===== config.mk =====
export PLATFORM = sky130hd
export DESIGN_NAME = posit_op_mailbox
export DESIGN_NICKNAME = d
export VERILOG_FILES = /design/src/rtl/posit_op_mailbox.sv
export SDC_FILE = /design/constraint.sdc
export NUM_CORES = 1
export LEC_CHECK = 0
export CELL_PAD_IN_SITES_DETAIL_PLACEMENT = 2
export CELL_PAD_IN_SITES_GLOBAL_PLACEMENT = 2
export CORE_MARGIN = 3
export CORE_UTILIZATION = 25
export CTS_CLUSTER_DIAMETER = 150
export DETAILED_ROUTE_END_ITERATION = 7
export DONT_BUFFER_PORTS = 1
export PLACE_DENSITY_LB_ADDON = 0.1
export SLEW_MARGIN = 20
export SYNTH_ARGS = -nofsm -noshare
export SYNTH_HDL_FRONTEND = slang
export SYNTH_SLANG_ARGS = --single-unit

===== constraint.sdc =====
create_clock -name clock -period 4 [get_ports clock]
set_input_delay 0.4 -clock clock [delete_from_list [all_inputs] [get_ports clock]]
set_output_delay 0.4 -clock clock [all_outputs]
set_load 0.1 [all_outputs]

===== src/rtl/posit_op_mailbox.sv =====
`default_nettype none
// ============================================================================
// Module   : posit_op_mailbox
// Brief    : Toggle-handshake mailbox between HPS PIO and a posit unit, with
//            per-operation timeout, sticky error flags and a completion count.
// Revision : 1.0 - initial release
// ============================================================================
module posit_op_mailbox #(
  parameter int WIDTH       = 32,
  parameter int OP_W        = 2,
  parameter int TIMEOUT_CYC = 1024
) (
  input  logic             clock,
  input  logic             reset_n,
  input  logic             ctrl_req_tog,
  input  logic             ctrl_clr_tog,
  input  logic [OP_W-1:0]  ctrl_op,
  input  logic [WIDTH-1:0] ctrl_num1,
  input  logic [WIDTH-1:0] ctrl_num2,
  output logic             status_ack_tog,
  output logic [WIDTH-1:0] status_result,
  output logic             status_busy,
  output logic             status_timeout,
  output logic             status_overrun,
  output logic [15:0]      status_count,
  output logic             unit_in_valid,
  input  logic             unit_in_ready,
  output logic [OP_W-1:0]  unit_op,
  output logic [WIDTH-1:0] unit_num1,
  output logic [WIDTH-1:0] unit_num2,
  input  logic             unit_out_valid,
  input  logic [WIDTH-1:0] unit_result
);

  typedef enum logic [1:0] {
    ST_IDLE  = 2'd0,
    ST_ISSUE = 2'd1,
    ST_WAIT  = 2'd2
  } state_t;

  localparam logic [15:0]      c_timer_last = 16'(TIMEOUT_CYC - 1);
  localparam logic [WIDTH-1:0] c_nar        = {1'b1, {(WIDTH-1){1'b0}}};

  state_t           r_state;
  state_t           w_state_nxt;
  logic             r_req_q;
  logic             r_clr_q;
  logic [15:0]      r_timer;
  logic             r_ack_tog;
  logic [WIDTH-1:0] r_result;
  logic             r_timeout;
  logic             r_overrun;
  logic [15:0]      r_count;
  logic [OP_W-1:0]  r_op;
  logic [WIDTH-1:0] r_num1;
  logic [WIDTH-1:0] r_num2;

  logic w_req_edge;
  logic w_clr_edge;
  logic w_timer_hit;
  logic w_capture;
  logic w_done;
  logic w_expire;
  logic w_overrun_set;

  assign w_req_edge  = (r_req_q != ctrl_req_tog);
  assign w_clr_edge  = (r_clr_q != ctrl_clr_tog);
  assign w_timer_hit = (r_timer == c_timer_last);

  always_ff @(posedge clock or negedge reset_n) begin
    if (!reset_n) begin
      r_state <= ST_IDLE;
    end else begin
      r_state <= w_state_nxt;
    end
  end

  always_comb begin
    w_state_nxt   = r_state;
    w_capture     = 1'b0;
    w_done        = 1'b0;
    w_expire      = 1'b0;
    w_overrun_set = 1'b0;
    unit_in_valid = 1'b0;
    case (r_state)
      ST_IDLE: begin
        if (w_req_edge) begin
          w_capture   = 1'b1;
          w_state_nxt = ST_ISSUE;
        end
      end
      ST_ISSUE: begin
        unit_in_valid = 1'b1;
        w_overrun_set = w_req_edge;
        // An acceptance on the last permitted cycle still counts as a timeout:
        // only a returned result can complete the operation.
        if (w_timer_hit) begin
          w_expire    = 1'b1;
          w_state_nxt = ST_IDLE;
        end else if (unit_in_ready) begin
          w_state_nxt = ST_WAIT;
        end
      end
      ST_WAIT: begin
        w_overrun_set = w_req_edge;
        if (unit_out_valid) begin
          w_done      = 1'b1;
          w_state_nxt = ST_IDLE;
        end else if (w_timer_hit) begin
          w_expire    = 1'b1;
          w_state_nxt = ST_IDLE;
        end
      end
      default: begin
        w_state_nxt = ST_IDLE;
      end
    endcase
  end

  always_ff @(posedge clock or negedge reset_n) begin
    if (!reset_n) begin
      r_req_q   <= 1'b0;
      r_clr_q   <= 1'b0;
      r_timer   <= 16'd0;
      r_ack_tog <= 1'b0;
      r_result  <= '0;
      r_timeout <= 1'b0;
      r_overrun <= 1'b0;
      r_count   <= 16'd0;
      r_op      <= '0;
      r_num1    <= '0;
      r_num2    <= '0;
    end else begin
      r_req_q <= ctrl_req_tog;
      r_clr_q <= ctrl_clr_tog;

      if (w_capture) begin
        r_op    <= ctrl_op;
        r_num1  <= ctrl_num1;
        r_num2  <= ctrl_num2;
        r_timer <= 16'd0;
      end else if (r_state != ST_IDLE) begin
        r_timer <= r_timer + 16'd1;
      end

      if (w_done) begin
        r_result  <= unit_result;
        r_ack_tog <= ~r_ack_tog;
        r_count   <= r_count + 16'd1;
      end else if (w_expire) begin
        r_result  <= c_nar;
        r_ack_tog <= ~r_ack_tog;
      end

      // Setting a flag takes precedence over a simultaneous clear.
      if (w_expire) begin
        r_timeout <= 1'b1;
      end else if (w_clr_edge) begin
        r_timeout <= 1'b0;
      end

      if (w_overrun_set) begin
        r_overrun <= 1'b1;
      end else if (w_clr_edge) begin
        r_overrun <= 1'b0;
      end
    end
  end

  assign status_ack_tog = r_ack_tog;
  assign status_result  = r_result;
  assign status_busy    = (r_state != ST_IDLE);
  assign status_timeout = r_timeout;
  assign status_overrun = r_overrun;
  assign status_count   = r_count;
  assign unit_op        = r_op;
  assign unit_num1      = r_num1;
  assign unit_num2      = r_num2;

endmodule
`default_nettype wire


==> results of run 1 <==
-- critical path, stage by stage (launching register included) --
cell	delay, ps
dfrtp_1	400
inv_1	80
ha_1	260
inv_1	710
-- repair_timing --
| action | 4_1_cts | 5_1_grt |
|---|---|---|
| hold endpoints to repair | 139 | 0 |
| buffers inserted | 0 | 0 |
| hold buffers | 3 | 0 |
-- kinds of logic (layout without fill, tap and decap cells) --
| kind of cell | Yosys count | count (layout) | share of synthesized area (%) |
|---|---|---|---|
| compound gates | 54 | 54 | 5.57 |
| xor+xnor | 19 | 19 | 2.96 |
| fa+ha+maj | 5 | 5 | 1.11 |
| buf+inv | 32 | 54 | 2.87 |
| flops | 137 | 137 | 61.1 |
| mux | 7 | 7 | 1.25 |
| simple gates | 336 | 336 | 25.2 |
-- path summary, 6_finish.rpt --
kind,end,depth (start not counted)
max,status_busy,3
min,unit_num1[21],1
max reg2reg,r_timer[6],6
min reg2reg,r_timer[7],1
max in group asynchronous,status_result[1],1
min in group clock,unit_num1[11],2
-- placed cells by master, fill, tap and decap left out, types with 4 or more instances in the layout --
cell type | netlist | layout
buf_4 | 2 | 13
bufinv_16 | 0 | 4
clkbuf_16 | 0 | 17
dfrtp_1 | 137 | 137
ha_1 | 5 | 5
inv_1 | 6 | 6
mux2i_1 | 7 | 7
nand2_1 | 285 | 284
nand3_1 | 9 | 9
nand4_1 | 8 | 8
nor2_1 | 7 | 7
o21ai_0 | 28 | 28
o21ai_1 | 11 | 11
xnor2_1 | 10 | 10
xor2_1 | 9 | 9
-- layout make-up --
class	count	area, sq um
Clock buffer	18	429
Tap cell	280	350
Inverter	6	22.5
Multi-Input combinational cell	421	2030
Sequential cell	137	3430
Clock inverter	14	196
Fill cell	2432	15400
Timing Repair Buffer	16	145
-- layer usage --
| metal | part of all wire, % | vias to the layer above | global-route usage (%) |
|---|---|---|---|
| met1 | 39 | 2091 | 16.3 |
| met3 | 11 | 16 | 6.41 |
| met5 | 0 | - | 0 |
| met2 | 49 | 154 | 22.4 |
| li1 | - | 1916 | - |
| met4 | 1.5 | 0 | 4.58 |
-- registers in the layout (all words and copies together), names as in the netlist --
signal and cells:
r_clr_q 1, status_count 16, unit_op 2, status_overrun 1, unit_num1 32, r_state 2
r_timer 16, unit_num2 32, r_req_q 1, status_result 32, status_timeout 1, status_ack_tog 1
-- stage by stage --
step,hold WS (ps),worst slack (ps)
floorplan,104,1870
global placement,111,1850
detailed placement,110,1700
CTS,13.2,1680
global route,34.4,1550
finish,-50.0,1730
==> key figures, run 1 <==
Run status
  – Status: finished with violations
  – Violated checks: hold timing

Global route
  – Pin count of the biggest net entering global routing: ~140
  – Number of global-route vias before repair: 4671
  – Initial antenna violation count: 0
  – Gr ovfl total: 0
  – Total GRT Usage: between 10% and 20%
  – First-pass GRT wire length: 26500 um

Floorplan
  – Initial Util: between 20 and 30%
  – Placeable Area: between 20000 and 25000 sq um
  – Die ar.: between 20000 and 25000 sq um
  – Core Rows: 54
  – Die X: 156 um
  – I/O pin count: 223
  – Die Span Y: approximately 160 um

Synthesis
  – Largest area contributor in the netlist: dfrtp_1
  – Main synth FF type: dfrtp_1
  – Synth area leaders: dfrtp_1 61%, nand2_1 19%, o21ai_0 2.5%, xnor2_1 1.6%, xor2_1 1.4%
  – Top cells by count, synth: 285 x nand2_1, 137 x dfrtp_1, 28 x o21ai_0
  – Post-Syn Nets: between 600 and 700
  – Avg Cell Area, Syn: about 9.5 sq um
  – Synthesis-stage register bit count: 137
  – Yosys cell types: 38
  – Share of the synthesized area in the top cell type: approximately three fifths
  – Count leader, synth: nand2_1
  – Post-synthesis cell count: slightly below 600
  – Yosys warnings: 0
  – Area of the mapped netlist: approximately 5600 sq um
  – EDFF count, synth: 0
  – Sequential area share after synthesis: between 60% and 70%
  – Async S/R FF share, synth: between 90% and 100%

STA
  – RSZ-0062 raised after global routing: false
  – Max Slew Vio Count: 0
  – Final setup fails: 0
  – Final Hold Slack: -50.0 ps
  – Minimum clock period: ~2300 ps
  – Worst slew pin tran: between 1000 and 1500 ps
  – Skew final: between 7 and 8 ps
  – Final worst-path cycle share: between 50% and 60%
  – Slew margin rel.: between 20% and 30%
  – Hold Fails Final Rpt: 32
  – Max Clk Rate: around 440 MHz
  – Final TNS setup: 0 ps

Routing
  – Detailed Route Iter0 Violations: 140
  – Wire per inst: about 19 um
  – Via count: around 4200
  – Vias/cell: about 4.7
  – DRT antenna net count: 0
  – Routed WL: roughly 17000 um
  – DRT Pass-1 Iters: 4
  – Post-route DRC: 0

Flow run
  – Max-cap violation count: 0

Cells and area
  – Area grow syn2layout: 17.6%
  – NumNets Final: just over 700
  – Share of cells above drive strength 1: 8.99%
  – Core Util, Final: about 30%
  – # diodes: 0
  – Non-Filler Instances: between 800 and 900
  – Cell area after layout: approximately 6600 sq um

Worst setup path
  – CP Class: reg -> out
  – Setup crit end kind: output pin
  – Worst R2R Start: r_state[1]
  – CP Data Arrival Time: roughly 1900 ps
  – Critical Path Fanout Max: 7
  – Critical Path Source: r_state[1]
  – Required @ worst endpoint: roughly 3600 ps
  – Critical Path Source Type: register
  – FF-to-FF setup slack: 1740 ps

Clocking
  – Clock buffer depth: 2
  – Clock-pin transition on the worst setup and hold timing paths: about 60 ps
  – Post-cts sizing count: 0
  – Clk root buf: clkbuf_16
  – CTS tree: yes
  – Worst-Skew Late Latency: 410 ps
  – CTS Buf Count: 17
  – H-Tree Depth: 4
  – Total clock sinks: ~140

Placement
  – Final Wtd Congestion: just over 0.7
  – I/O Buffers: 0
  – Area after DPL: between 5000 and 6000 sq um
  – # placed instances: about 860
  – HPWL Detailed: between 10000 and 15000 um

Hold path
  – Min-Delay Path Class: in -> async
Power of run 1 is not shown: default switching activity piles up to over one toggle a cycle in this logic, so the estimate is an artifact.
==> inputs of run 2 (changes only) <==
==> constraint.sdc (replaced) <==
create_clock -name clock -period 1.9 [get_ports clock]
set_input_delay 0.19 -clock clock [delete_from_list [all_inputs] [get_ports clock]]
set_output_delay 0.19 -clock clock [all_outputs]
set_load 0.1 [all_outputs]
==> key figures, run 2 (synthesis gave the netlist of run 1 again) <==
Run status
  – Status: finished with violations (unchanged)
  – Violated checks: hold timing (unchanged)

Routing
  – Vias/cell: 4.54 (was 4.68)
  – DRT Pass-1 Iters: 4 (unchanged)
  – Detailed Route Iter0 Violations: 174 (was 140)
  – Routed WL: 19400 um (was 16800 um)
  – Post-route DRC: 0 (unchanged)
  – Via count: 5026 (was 4177)
  – DRT antenna net count: 0 (unchanged)
  – Wire per inst: 17.5 um (was 18.9 um)

Floorplan
  – Placeable Area: 22000 sq um (unchanged)
  – Die X: 156 um (unchanged)
  – Initial Util: 25.6% (unchanged)
  – Core Rows: 54 (unchanged)
  – Die ar.: 24300 sq um (unchanged)
  – Die Span Y: 156 um (unchanged)
  – I/O pin count: 223 (unchanged)

Placement
  – Area after DPL: 6870 sq um (was 5930 sq um)
  – HPWL Detailed: 13100 um (was 11500 um)
  – I/O Buffers: 0 (unchanged)
  – Final Wtd Congestion: 0.758 (was 0.722)

Clocking
  – CTS Buf Count: 17 (unchanged)
  – Setup Buffers After CTS: 0 (unchanged)
  – Clock buffer depth: 2 (unchanged)
  – # hold bufs at CTS: 100 (was 3)
  – Clock-pin transition on the worst setup and hold timing paths: 60 ps (about the same)
  – CTS tree: yes (unchanged)
  – Worst-Skew Late Latency: 420 ps (was 410 ps)
  – Clk root buf: clkbuf_16 (unchanged)
  – H-Tree Depth: 4 (unchanged)
  – Total clock sinks: 137 (unchanged)

STA
  – Final worst-path cycle share: a little over nine tenths
  – Final setup fails: 0 (unchanged)
  – Hold Fails Final Rpt: 137 (was 32)
  – Final Hold Slack: -532 ps (was -50.0 ps)
  – Max Clk Rate: roughly 560 MHz
  – Skew final: 8.24 ps (was 7.24 ps)
  – Minimum clock period: 1800 ps
  – Slew margin rel.: 73.4% (was 28.7%)
  – Max Slew Vio Count: 0 (unchanged)
  – Worst slew pin tran: 395 ps (was 1070 ps)
  – RSZ-0062 raised after global routing: true (was false)

Cells and area
  – Most frequent cells in the layout: 284 x nand2_1, 130 x dfrtp_1, 126 x buf_4, 100 x dlygate4sd3_1, 28 x o21ai_0 (was 284 x nand2_1, 137 x dfrtp_1, 28 x o21ai_0, 17 x clkbuf_16, 13 x buf_4)
  – Area grow syn2layout: 51.4% (was 17.6%)
  – NumNets Final: 922 (was 708)
  – # diodes: 0 (unchanged)
  – Cell area after layout: 8500 sq um (was 6600 sq um)
  – Most common cell after layout, fill and taps aside: nand2_1 (unchanged)
  – FILL cells: 2356 (was 2432)
  – Share of cells above drive strength 1: 21.9% (was 8.99%)

Global route
  – Initial antenna violation count: 0 (unchanged)
  – Grt met2 use: 28.9% (was 22.4%)
  – Met3 Use GR: 5.08% (was 6.41%)
  – Number of global-route vias before repair: 5808 (was 4671)
  – Gr ovfl total: 0 (unchanged)
  – First-pass GRT wire length: 31200 um (was 26500 um)
  – Pin count of the biggest net entering global routing: 138 (unchanged)
  – Total GRT Usage: 16.2% (was 13.8%)
  – Met1 Use GR: 18.1% (was 16.3%)
  – Global routing's busiest layer: met2 (unchanged)

Worst setup path
  – CP Data Arrival Time: 1610 ps (was 1870 ps)
  – FF-to-FF setup slack: 110 ps (was 1740 ps)
  – Delay-heaviest family, CP: buffers and inverters (unchanged)
  – Reg2Reg Depth: 6 (unchanged)
  – Stages on the worst setup path: 4 (was 3)
  – Worst R2R Start: r_state[0] (was r_state[1])
  – Reg-to-Reg End: status_count[14] (was r_timer[6])
  – Critical Path Fanout Max: 7 (unchanged)
  – Setup crit end kind: output pin (unchanged)
  – Crit path buffers/inverters: 3 (was 2)
  – Critical Path Source: r_state[0] (was r_state[1])
  – CP peak stage delay: 390 ps (was 710 ps)
  – CP Class: reg -> out (unchanged)
  – Crit-path cells: inv_1 > ha_2 > clkinvlp_4 > buf_4 (was inv_1 > ha_1 > inv_1)
  – Crit-path slowest cell: dfrtp_1 (was inv_1)
  – Critical Path Source Type: register (unchanged)
  – Critical path endpoint: status_busy (unchanged)
  – Required @ worst endpoint: 1710 ps (was 3600 ps)

Flow run
  – Max-cap violation count: 0 (unchanged)

Hold path
  – Min-Delay Path Class: in -> async (unchanged)
[run 2: cell count changes in the layout (fill, tap and decap cells not counted), moves of 2 or more]
cell	change
dfrtp_2	+7
clkbuf_8	+4
dfrtp_1	-7
ha_2	+2
ha_1	-2
buf_4	+113
clkinv_4	-2
buf_12	+4
dlygate4sd3_1	+98
[run 2: layer usage]
layer,wire [um],up-vias
li1,-,2338
met1,7690,2519
met2,9970,149
met3,1320,20
met4,388,0
met5,0,-
[run 2: repair_timing]
action,CTS,global route
endpoints found under the setup margin,1,1
cloned,0,0
endpoints found under the hold margin,237,137
pin swaps,0,1
gates resized for setup,1,0
[run 2: layout make-up]
cell class | count | area [sq um] | share of cell area, %
Timing Repair Buffer | 230 | 2030 | 23.9
Sequential cell | 137 | 3440 | 40.4
Tap cell | 280 | 350 | 4.12
Clock inverter | 10 | 140 | 1.65
Inverter | 6 | 26.3 | 0.309
Multi-Input combinational cell | 421 | 2030 | 23.9
Clock buffer | 22 | 484 | 5.70
[run 2: worst min path at each step]
stage / slack (ps) / endpoint / depth (start not counted)
floorplan: -110 / r_clr_q / 0
global route: -560 / unit_num1[26] / 0
detailed placement: -100 / unit_num1[26] / 0
finish: -530 / unit_num1[26] / 0
global placement: -100 / unit_num1[26] / 0
CTS: -550 / unit_num1[26] / 0
[run 2: stage by stage]
step	utilization, %	setup slack, ps	cells	TNS, ps
2_1_floorplan	-	-85.5	590	-85.5
3_3_place_gp	31.3	170	974	0
3_5_place_dp	31.3	86.5	974	0
4_1_cts	38.7	59.8	1106	0
5_1_grt	38.7	-5.93	1106	-5.93
6_report	38.7	101	1106	0
Power of run 2 is left out for the same reason.
